File: config.mk
export PLATFORM = sky130hd
export DESIGN_NAME = ahb_interconnect_n_flat
export DESIGN_NICKNAME = d
export VERILOG_FILES = /design/src/rtl/ahb_pkg.sv /design/src/rtl/ahb_interconnect_n_if.sv /design/src/rtl/ahb_default_slave.sv /design/src/rtl/ahb_interconnect_n.sv /design/src/flat_wrapper.sv
export SDC_FILE = /design/constraint.sdc
export NUM_CORES = 1
export LEC_CHECK = 0
export CAP_MARGIN = 20
export CORE_MARGIN = 8
export CORE_UTILIZATION = 26
export CTS_BUF_LIST = sky130_fd_sc_hd__clkbuf_4
export DETAILED_ROUTE_END_ITERATION = 12
export GPL_TIMING_DRIVEN = 1
export PLACE_DENSITY = 0.84
export SYNTH_ARGS = -nofsm -noshare
export SYNTH_HDL_FRONTEND = slang
export SYNTH_HIERARCHICAL = 1
export SYNTH_SLANG_ARGS = --single-unit
File: constraint.sdc
create_clock -name HCLK -period 1.8 [get_ports HCLK]
set_clock_uncertainty 0.05 [all_clocks]
set_input_delay 0.18 -clock HCLK [delete_from_list [all_inputs] [get_ports HCLK]]
set_output_delay 0.18 -clock HCLK [all_outputs]
set_load 0.05 [all_outputs]
File: src/rtl/ahb_pkg.sv
// Shared AHB-Lite types and select encodings for the parametrised interconnect.
// Latency: n/a (types and constants only).
// Backpressure: n/a.
package ahb_pkg;

  localparam int MAX_SLAVES = 16;

  // Data-phase select: 0..MAX_SLAVES-1 name a slave; two extra codes name the
  // built-in default slave and "nothing selected".
  localparam int SEL_W = 5;
  typedef logic [SEL_W-1:0] sel_t;
  localparam sel_t SEL_DEFAULT = 5'd16;
  localparam sel_t SEL_NONE    = 5'd31;

  typedef enum logic [1:0] {
    IDLE   = 2'b00,
    BUSY   = 2'b01,
    NONSEQ = 2'b10,
    SEQ    = 2'b11
  } htrans_t;

  typedef enum logic {
    OKAY  = 1'b0,
    ERROR = 1'b1
  } hresp_t;

  // NONSEQ and SEQ carry a real transfer; IDLE and BUSY do not.
  function automatic logic is_active(input htrans_t t);
    return (t == NONSEQ) || (t == SEQ);
  endfunction

endpackage

File: src/rtl/ahb_interconnect_n_if.sv
// Bus bundle between the AHB-Lite master, the slaves and the interconnect.
// Latency: n/a (wiring only).
// Backpressure: HREADY from the interconnect stalls master and slaves alike.
// Ports: HADDR/HTRANS from master; HREADY/HRESP/HRDATA back to master;
//        HSEL_SIGNALS to slaves; HRDATA/HREADYOUT/HRESP_SIGNALS from slaves.
interface ahb_interconnect_n_if #(
  parameter int NUM_SLAVES = 3
);
  import ahb_pkg::*;

  logic [31:0]              HADDR;
  htrans_t                  HTRANS;
  logic                     HREADY;
  logic                     HRESP;
  logic [31:0]              HRDATA;
  logic [NUM_SLAVES-1:0]    HSEL_SIGNALS;
  logic [32*NUM_SLAVES-1:0] HRDATA_SIGNALS;
  logic [NUM_SLAVES-1:0]    HREADYOUT_SIGNALS;
  logic [NUM_SLAVES-1:0]    HRESP_SIGNALS;

  // Interconnect side: decodes the master request and returns slave responses.
  modport slave (
    input  HADDR, HTRANS, HRDATA_SIGNALS, HREADYOUT_SIGNALS, HRESP_SIGNALS,
    output HREADY, HRESP, HRDATA, HSEL_SIGNALS
  );

  // Master-and-slaves side: drives requests and slave responses.
  modport master (
    output HADDR, HTRANS, HRDATA_SIGNALS, HREADYOUT_SIGNALS, HRESP_SIGNALS,
    input  HREADY, HRESP, HRDATA, HSEL_SIGNALS
  );

endinterface

File: src/rtl/ahb_default_slave.sv
// Built-in slave answering unmapped transfers with a two-cycle AHB ERROR.
// Latency: ERROR starts in the data phase right after the accepted address phase.
// Backpressure: drives readyout low for the first error cycle only.
// Ports: HCLK/HRESET; sel (default selected in address phase), hready (bus HREADY);
//        readyout/resp returned through the interconnect mux.
module ahb_default_slave
  import ahb_pkg::*;
(
  input  logic   HCLK,
  input  logic   HRESET,
  input  logic   sel,
  input  logic   hready,
  output logic   readyout,
  output hresp_t resp
);

  typedef enum logic [1:0] {ST_IDLE, ST_ERR1, ST_ERR2} state_t;

  state_t state_q, state_d;

  always_ff @(posedge HCLK) begin
    if (HRESET) state_q <= ST_IDLE;
    else        state_q <= state_d;
  end

  always_comb begin
    state_d  = state_q;
    readyout = 1'b1;
    resp     = OKAY;
    case (state_q)
      ST_IDLE: begin
        if (sel && hready) state_d = ST_ERR1;
      end
      ST_ERR1: begin
        readyout = 1'b0;
        resp     = ERROR;
        state_d  = ST_ERR2;
      end
      ST_ERR2: begin
        resp = ERROR;
        // HREADY is high here, so a new unmapped transfer is accepted now.
        state_d = (sel && hready) ? ST_ERR1 : ST_IDLE;
      end
      default: state_d = ST_IDLE;
    endcase
  end

endmodule

File: src/rtl/ahb_interconnect_n.sv
// AHB-Lite interconnect: address decoder, data-phase select, response mux, default slave.
// Latency: zero added; data phase follows the address phase by one cycle.
// Backpressure: HREADY is the selected slave's HREADYOUT (or default-slave ready).
// Ports: HCLK, HRESET (sync, active-high); bus (slave modport of ahb_interconnect_n_if).
module ahb_interconnect_n
  import ahb_pkg::*;
#(
  parameter int                          NUM_SLAVES  = 3,
  parameter logic [NUM_SLAVES-1:0][31:0] BASE_ADDR   = {32'h5000_0000, 32'h4000_0000, 32'h0000_0000},
  parameter logic [NUM_SLAVES-1:0][31:0] ADDR_MASK   = {32'hF000_0000, 32'hF000_0000, 32'hF000_0000},
  parameter bit                          ERR_ON_IDLE = 1'b0
) (
  input  logic                 HCLK,
  input  logic                 HRESET,
  ahb_interconnect_n_if.slave  bus
);

  logic [NUM_SLAVES-1:0] hsel;
  sel_t                  hit_sel;
  logic                  hit_found;
  logic                  def_sel;
  sel_t                  addr_sel;
  sel_t                  sel_q;
  logic                  hready;
  logic                  hresp;
  logic [31:0]           hrdata;
  logic                  ds_readyout;
  hresp_t                ds_resp;

  // Priority decode: the first (lowest-index) hit wins, keeping HSEL one-hot.
  always_comb begin
    hsel      = '0;
    hit_sel   = SEL_NONE;
    hit_found = 1'b0;
    for (int i = 0; i < NUM_SLAVES; i++) begin
      if (!hit_found && ((bus.HADDR & ADDR_MASK[i]) == BASE_ADDR[i])) begin
        hit_found = 1'b1;
        hsel[i]   = 1'b1;
        hit_sel   = sel_t'(i);
      end
    end
  end

  assign def_sel  = !hit_found && (is_active(bus.HTRANS) || ERR_ON_IDLE);
  assign addr_sel = hit_found ? hit_sel : (def_sel ? SEL_DEFAULT : SEL_NONE);

  assign bus.HSEL_SIGNALS = hsel;

  // Address phase is accepted only while HREADY is high.
  always_ff @(posedge HCLK) begin
    if (HRESET)      sel_q <= SEL_NONE;
    else if (hready) sel_q <= addr_sel;
  end

  ahb_default_slave u_default_slave (
    .HCLK     (HCLK),
    .HRESET   (HRESET),
    .sel      (def_sel),
    .hready   (hready),
    .readyout (ds_readyout),
    .resp     (ds_resp)
  );

  // Response mux; only the data-phase owner's HREADYOUT/HRESP are looked at.
  always_comb begin
    hrdata = '0;
    hready = 1'b1;
    hresp  = 1'b0;
    if (sel_q == SEL_DEFAULT) begin
      hready = ds_readyout;
      hresp  = ds_resp;
    end else begin
      for (int i = 0; i < NUM_SLAVES; i++) begin
        if (sel_q == sel_t'(i)) begin
          hrdata = bus.HRDATA_SIGNALS[32*i +: 32];
          hready = bus.HREADYOUT_SIGNALS[i];
          hresp  = bus.HRESP_SIGNALS[i];
        end
      end
    end
  end

  assign bus.HREADY = hready;
  assign bus.HRESP  = hresp;
  assign bus.HRDATA = hrdata;

endmodule

File: src/flat_wrapper.sv
// flat-port wrapper written by rule: the top's interface ports become plain ports
module ahb_interconnect_n_flat import ahb_pkg::*;
#(
  parameter int                          NUM_SLAVES  = 3,
  parameter logic [NUM_SLAVES-1:0][31:0] BASE_ADDR   = {32'h5000_0000, 32'h4000_0000, 32'h0000_0000},
  parameter logic [NUM_SLAVES-1:0][31:0] ADDR_MASK   = {32'hF000_0000, 32'hF000_0000, 32'hF000_0000},
  parameter bit                          ERR_ON_IDLE = 1'b0
)
  (HCLK, HRESET, bus_HADDR, bus_HTRANS, bus_HRDATA_SIGNALS, bus_HREADYOUT_SIGNALS, bus_HRESP_SIGNALS, bus_HREADY, bus_HRESP, bus_HRDATA, bus_HSEL_SIGNALS);
  ahb_interconnect_n_if #(.NUM_SLAVES(NUM_SLAVES)) bus_i ();
  input  logic HCLK;
  input  logic HRESET;
  input wire logic [$bits(bus_i.HADDR)-1:0] bus_HADDR;
  input wire logic [$bits(bus_i.HTRANS)-1:0] bus_HTRANS;
  input wire logic [$bits(bus_i.HRDATA_SIGNALS)-1:0] bus_HRDATA_SIGNALS;
  input wire logic [$bits(bus_i.HREADYOUT_SIGNALS)-1:0] bus_HREADYOUT_SIGNALS;
  input wire logic [$bits(bus_i.HRESP_SIGNALS)-1:0] bus_HRESP_SIGNALS;
  output wire logic [$bits(bus_i.HREADY)-1:0] bus_HREADY;
  output wire logic [$bits(bus_i.HRESP)-1:0] bus_HRESP;
  output wire logic [$bits(bus_i.HRDATA)-1:0] bus_HRDATA;
  output wire logic [$bits(bus_i.HSEL_SIGNALS)-1:0] bus_HSEL_SIGNALS;
  assign bus_i.HADDR = bus_HADDR;
  assign bus_i.HTRANS = bus_HTRANS;
  assign bus_i.HRDATA_SIGNALS = bus_HRDATA_SIGNALS;
  assign bus_i.HREADYOUT_SIGNALS = bus_HREADYOUT_SIGNALS;
  assign bus_i.HRESP_SIGNALS = bus_HRESP_SIGNALS;
  assign bus_HREADY = bus_i.HREADY;
  assign bus_HRESP = bus_i.HRESP;
  assign bus_HRDATA = bus_i.HRDATA;
  assign bus_HSEL_SIGNALS = bus_i.HSEL_SIGNALS;
  ahb_interconnect_n #(.NUM_SLAVES(NUM_SLAVES), .BASE_ADDR(BASE_ADDR), .ADDR_MASK(ADDR_MASK), .ERR_ON_IDLE(ERR_ON_IDLE)) u_core (.HCLK(HCLK), .HRESET(HRESET), .bus(bus_i));
endmodule
Word-level counts from Yosys, hierarchy flattened
Index checks and enable logic that the tools add are counted.
W data, S select, Z words.
{"block": "totals", "reg_bits": 7, "input_bits": 138, "output_inout_bits": 37, "elab_cells": 51}
{"block": "classes", "n_eq_ne": 10, "muxes": 27, "reduce_logical": 12}
{"cell": "$mux W32", "count": 4}
{"cell": "$logic_not A32 Y1", "count": 1}
{"cell": "$mux W5", "count": 4}
{"cell": "$mux W1", "count": 16}
{"cell": "$eq A4 B3 Y1 const B", "count": 2}
{"cell": "$eq A2 B2 Y1 const B", "count": 3}
{"cell": "$pmux W2 S3", "count": 1}
{"cell": "$eq A5 B1 Y1 const B", "count": 1}
{"cell": "$eq A5 B2 Y1 const B", "count": 1}
{"cell": "$eq A5 B5 Y1 const B", "count": 1}
{"cell": "$logic_not A5 Y1", "count": 1}
{"cell": "$logic_and A1 B1 Y1", "count": 4}
{"cell": "$mux W4", "count": 1}
{"cell": "$logic_not A1 Y1", "count": 3}
{"cell": "$eq A2 B1 Y1 const B", "count": 1}
{"cell": "$logic_not A2 Y1", "count": 1}
{"cell": "$mux W2", "count": 1}
{"cell": "$ne A2 B2 Y1 const B", "count": 1}
{"cell": "$reduce_or A2 Y1", "count": 1}
{"cell": "$logic_or A1 B1 Y1", "count": 1}

Depth between registers and ports, before layout
{"block": "depth", "ltp_word": 13, "mapped_depth": 8, "depth_no_buf": 8}

By module
Netlist, hierarchy kept.
{"mod": "ahb_interconnect_n", "n_inst": 1, "cells_per_inst": 188, "area_each_um2": 1144.8, "seq_area_each_um2": 80.1}
{"mod": "ahb_default_slave", "n_inst": 1, "cells_per_inst": 18, "area_each_um2": 163.9, "seq_area_each_um2": 40.0}

Worst setup path before layout
No wires, ideal clock.
{"block": "synth_path", "path_type": "input -> output", "startpoint": "input bus_HADDR[28]", "endpoint": "output bus_HSEL_SIGNALS[0]", "t_arrival_ns": 1.735, "t_required_ns": 1.570, "setup_slack_ns": -0.165, "path_stages": 1, "n_path_buf": 0, "path_cell_list": "nor4_1"}
{"block": "synth_via", "elab_chain_cells": 2}
{"item": "start, declared", "line_no": "flat_wrapper.sv:13", "source": "input wire logic [$bits(bus_i.HADDR)-1:0] bus_HADDR;"}
{"item": "$logic_not A32 Y1", "line_no": "ahb_interconnect_n.sv:36", "source": "if (!hit_found && ((bus.HADDR & ADDR_MASK[i]) == BASE_ADDR[i])) begin"}
{"item": "$mux W1", "line_no": "ahb_interconnect_n.sv:36"}
{"item": "end, declared", "line_no": "flat_wrapper.sv:21", "source": "output wire logic [$bits(bus_i.HSEL_SIGNALS)-1:0] bus_HSEL_SIGNALS;"}
No other way between the ends.

Final worst setup path
{"block": "layout_path", "startpoint": "register u_core.sel_q[1]", "endpoint": "output bus_HREADY"}
{"block": "layout_via", "elab_chain_cells": 5, "elab_cells_between_ends": 8, "cone_classes": "eq/ne: 3; mux: 4; reduce/logical: 1"}
{"item": "start, declared", "line_no": "ahb_interconnect_n.sv:23", "source": "sel_t sel_q;"}
{"item": "start signal, assigned", "line_no": "ahb_interconnect_n.sv:52", "source": "else if (hready) sel_q <= addr_sel;"}
{"item": "$logic_not A5 Y1", "line_no": "ahb_interconnect_n.sv:74", "source": "if (sel_q == sel_t'(i)) begin"}
{"item": "$mux W1 (3 in a row)", "line_no": "ahb_interconnect_n.sv:74"}
{"item": "$mux W1 *", "line_no": "ahb_interconnect_n.sv:69", "source": "if (sel_q == SEL_DEFAULT) begin"}
{"item": "end, declared", "line_no": "flat_wrapper.sv:18", "source": "output wire logic [$bits(bus_i.HREADY)-1:0] bus_HREADY;"}
Mark *: on every way between the ends. The rest lies on a longest branch, timed or not.

==> flow_summary.toml <==
[logic_synthesis]
synthesis.instances = 206
muxShareOfSynthArea_pct = 26.1
netlist_area_pre_place_mm2 = 0.00131
net_count_of_the_mapped_netlist = 349
most_area_consuming_cells_after_synthesis = "sky130_fd_sc_hd__mux2i_1 25%, sky130_fd_sc_hd__nor2_1 20%, sky130_fd_sc_hd__a21oi_1 14%, sky130_fd_sc_hd__dfxtp_1 9.2%, sky130_fd_sc_hd__ha_1 4.8%"
synth_adder_area_share_pct = 4.78
xor_and_xnor_fraction_of_the_mapped_netlist_area_pct = 0
largest_family_of_logic_cells_by_synthesized_area = "simple AND/OR/NAND/NOR gates"
yosysSeqAreaShare_pct = 9.18
syn-mean-instance-area_um2 = 6.35
synth-simple-area-share_pct = 30.5
synth_compound_area_share_pct = 23.0
ys_seq_elements = 6
ys_warn_count = 6
area_share_of_the_largest_cell_type_after_synthesis_pct = 25.2
netlist.top_cell.by_area = "sky130_fd_sc_hd__mux2i_1"
synthDistinctLibCells = 36

[timing]
tightest_slew_ns = 0.338
final.hold.worst_slack_ns = 0.503
finalHoldViolations = 0
fin_crit_ns = 1.84
layout_worst_path_cycle_share_pct = 102
report.final.slew_viol_count = 0
max_freq_mhz = 544
rsz0062_at_grt = "true"
max_slew_margin_pct = 77.3
setup_viol_count_final = 5
final_critical_path_setup_slack_ns = -0.0378

[floorplanning]
chipWidth_um = 87.0
floorplan.die_area_mm2 = 0.00756
floorplan.core_area_mm2 = 0.00498
num_ports = 175
dieHeight_um = 87.0
fp-row-count = 26
floorplan.initialDensity_pct = 26.3

[critical_path]
crit_path_max_incr_delay_ns = 0.39
reg2reg_from = "u_core/sel_q[1]"
timing.critical_path.arrival_ns = 1.61
critPathLaunch = "u_core/sel_q[1]"
critPathLaunchType = "register"
timing.critical_path.fanout_max = 9
cpMaxStageDelayCell = "sky130_fd_sc_hd__or3_1"
cpMostUsedCell = "sky130_fd_sc_hd__buf_12"
required_ns = 1.57
timing_worst_setup_path_type = "reg2out"
ordered_list_of_cells_on_the_worst_path = "buf_12 > or3_1 > nor2_2 > o21ai_4 > buf_12"
worst_setup_path_end_kind = "output pin"

[global_route]
grt_start_max_net_pins = 19
grt_antenna_before_repair = 0
grt_first_pass_wirelength_um = 11300
globalRouteTotalUtil_pct = 18.7
gr-total-overflow = 0
grt_pass1_vias = 2240

[cts]
ctsLongestPathBuffers = 2
clock_sink_count = 6
cts_tree = "built"
cts_max_level = 1
clk_lat_worst_skew_ns = 0.25
clockRootBuffer = "sky130_fd_sc_hd__clkbuf_4"
path_clk_slew_ns = 0.05
postCtsHoldBufs = 0
cts-buffers-inserted = 3

[power_and_ir_drop]
netSwitchingPower_mw = 0.395
p_int_mw = 0.697
pwr-share-seq_pct = 14.5
power_frac_comb_pct = 73.8
power.static_leakage_nw = 1.58
p_sw_share_pct = 36.2
pwr_density_cell_mw_per_mm2 = 274
irDropWorstVdd_mv = 0.267
clock_power_share_pct = 11.7

[cells_and_area]
final_net_count = 517
layout-drive-gt1-share_pct = 39.0
antenna_cells = 0
post-route-cell-area_mm2 = 0.00398
layout_area_growth_over_synthesis_pct = 204

[placement]
postPlaceCellArea_mm2 = 0.00332
place_hpwl_um = 5790
globalplace.congestion = 0.830
io_buffer_count = 145

[drt]
totalWireLength_um = 8240
routed_via_density = 4.99
drc = 0
ant_nets = 0
wire_per_inst_um = 18.6
vias = 2205
drt_pre_antenna_iters = 4
drt-initial-drc-count = 55

[run_status]
run_status = "finished with violations"
violations_in_the_final_reports = "setup timing"

[min_path]
timing.hold.worst.start = "u_core/u_default_slave/state_q[0]"
worstHoldPathType = "reg2reg"

[job]
cap_violations = 0
## cell usage after synthesis (all sizes together)
cell type and instances:
nand4b 1, and3 1, mux2 1, inv 5, nor4b 1, a21bo 1, ha 5, o2111ai 2
nor4 1, nor3 2, nand3b 1, a21oi 38, nor2 68, or2b 1, mux2i 33, a21o 1
dfxtp 6, or3 1, clkbuf 11, o21ai 1, a221o 1, nand3 4, a211o 1, o221ai 1
nand2 2, buf 5, o2bb2ai 1, or3b 1, nand2b 2, a21boi 1, or2 2, nor2b 2
a211oi 1, and2 1
## cell usage in the layout, fill, tap and decap left out, types with 2 or more instances in the layout
master	netlist	layout
sky130_fd_sc_hd__nor2_1	68	34
sky130_fd_sc_hd__nor2_2	0	20
sky130_fd_sc_hd__nor2_4	0	14
sky130_fd_sc_hd__nand3_1	4	4
sky130_fd_sc_hd__dfxtp_1	6	4
sky130_fd_sc_hd__o2111ai_1	2	2
sky130_fd_sc_hd__a21oi_1	37	14
sky130_fd_sc_hd__buf_12	0	43
sky130_fd_sc_hd__nand2_1	2	2
sky130_fd_sc_hd__a21oi_4	0	5
sky130_fd_sc_hd__nand2b_1	2	2
sky130_fd_sc_hd__clkbuf_16	0	4
sky130_fd_sc_hd__a21oi_2	1	19
sky130_fd_sc_hd__nor3_1	2	2
sky130_fd_sc_hd__ha_1	5	5
sky130_fd_sc_hd__buf_16	0	3
sky130_fd_sc_hd__buf_6	0	4
sky130_fd_sc_hd__buf_4	0	17
sky130_fd_sc_hd__inv_1	5	5
sky130_fd_sc_hd__clkdlybuf4s50_1	0	108
sky130_fd_sc_hd__mux2i_1	33	31
sky130_fd_sc_hd__clkbuf_4	0	3
## registers in the layout, summed over array words and instances (netlist names)
name / count
u_core/sel_q: 4
u_core/u_default_slave/state_q: 2
## repair_timing
item	in CTS	in global routing
pin swaps	3	11
cloned	3	4
endpoints found under the setup margin	32	37
buffers inserted	10	5
gates resized for setup	27	64
endpoints found under the hold margin	0	0
## cell type report
cell class / count / area, um^2
inverters: 5 / 18.8
fillers: 313 / 996
clock buffers: 3 / 22.5
flip-flops and latches: 6 / 125
multi-input cells: 179 / 1430
repair buffers: 179 / 2300
well taps: 70 / 87.6
## final timing paths
path / endpoint / slack (ns) / cells past startpoint
hold / removal: u_core/u_default_slave/state_q[0] / 0.50 / 2
setup / recovery: bus_HREADY / -0.04 / 5
hold reg to reg: u_core/u_default_slave/state_q[0] / 0.50 / 2
setup reg to reg: u_core/sel_q[0] / -0.01 / 6
## cells by family after synthesis
logic type,Yosys count
mux,34
fa+ha+maj,5
simple gates,91
compound gates,49
flops,6
buf+inv,21
## worst max-delay path: cells and delay by family (launching register included)
kind / cells / cell delay (ns)
AND/OR/NAND/NOR: 2 / 0.57
flip-flops: 1 / 0.35
AO/OA/AOI/OAI: 1 / 0.11
buffers and inverters: 2 / 0.32
## through the flow
| step | power (mW) | util (%) | instances | TNS [ns] | setup WS [ns] |
|---|---|---|---|---|---|
| floorplan | 0.407 | - | 206 | -2.65 | -0.110 |
| detailed placement | 0.764 | 66.8 | 418 | -0.753 | -0.193 |
| CTS | 0.976 | 72.2 | 434 | -1.16 | -0.0520 |
| global route | 1.15 | 80.0 | 442 | -1.50 | -0.0951 |
| global placement | 0.745 | 66.8 | 418 | -0.378 | -0.103 |
| finish | 1.09 | 80.0 | 442 | -0.101 | -0.0378 |
## power by group through the flow
stage	Combinational [mW]	Sequential [mW]	Clock, mW
2_1_floorplan	0.253	0.155	0
3_3_place_gp	0.586	0.159	0
3_5_place_dp	0.604	0.160	0
4_1_cts	0.683	0.159	0.135
5_1_grt	0.851	0.159	0.142
6_report	0.806	0.158	0.128
## layer usage
metal  vias to the layer above  track usage, %  wire (um)
met2                       118            36.4       4380
met1                      1022            18.9       2940
met4                         0            2.35        144
met5                         -               0          0
li1                       1051               -          -
met3                        14            6.51        780
Power figures use the tool's default switching activity.
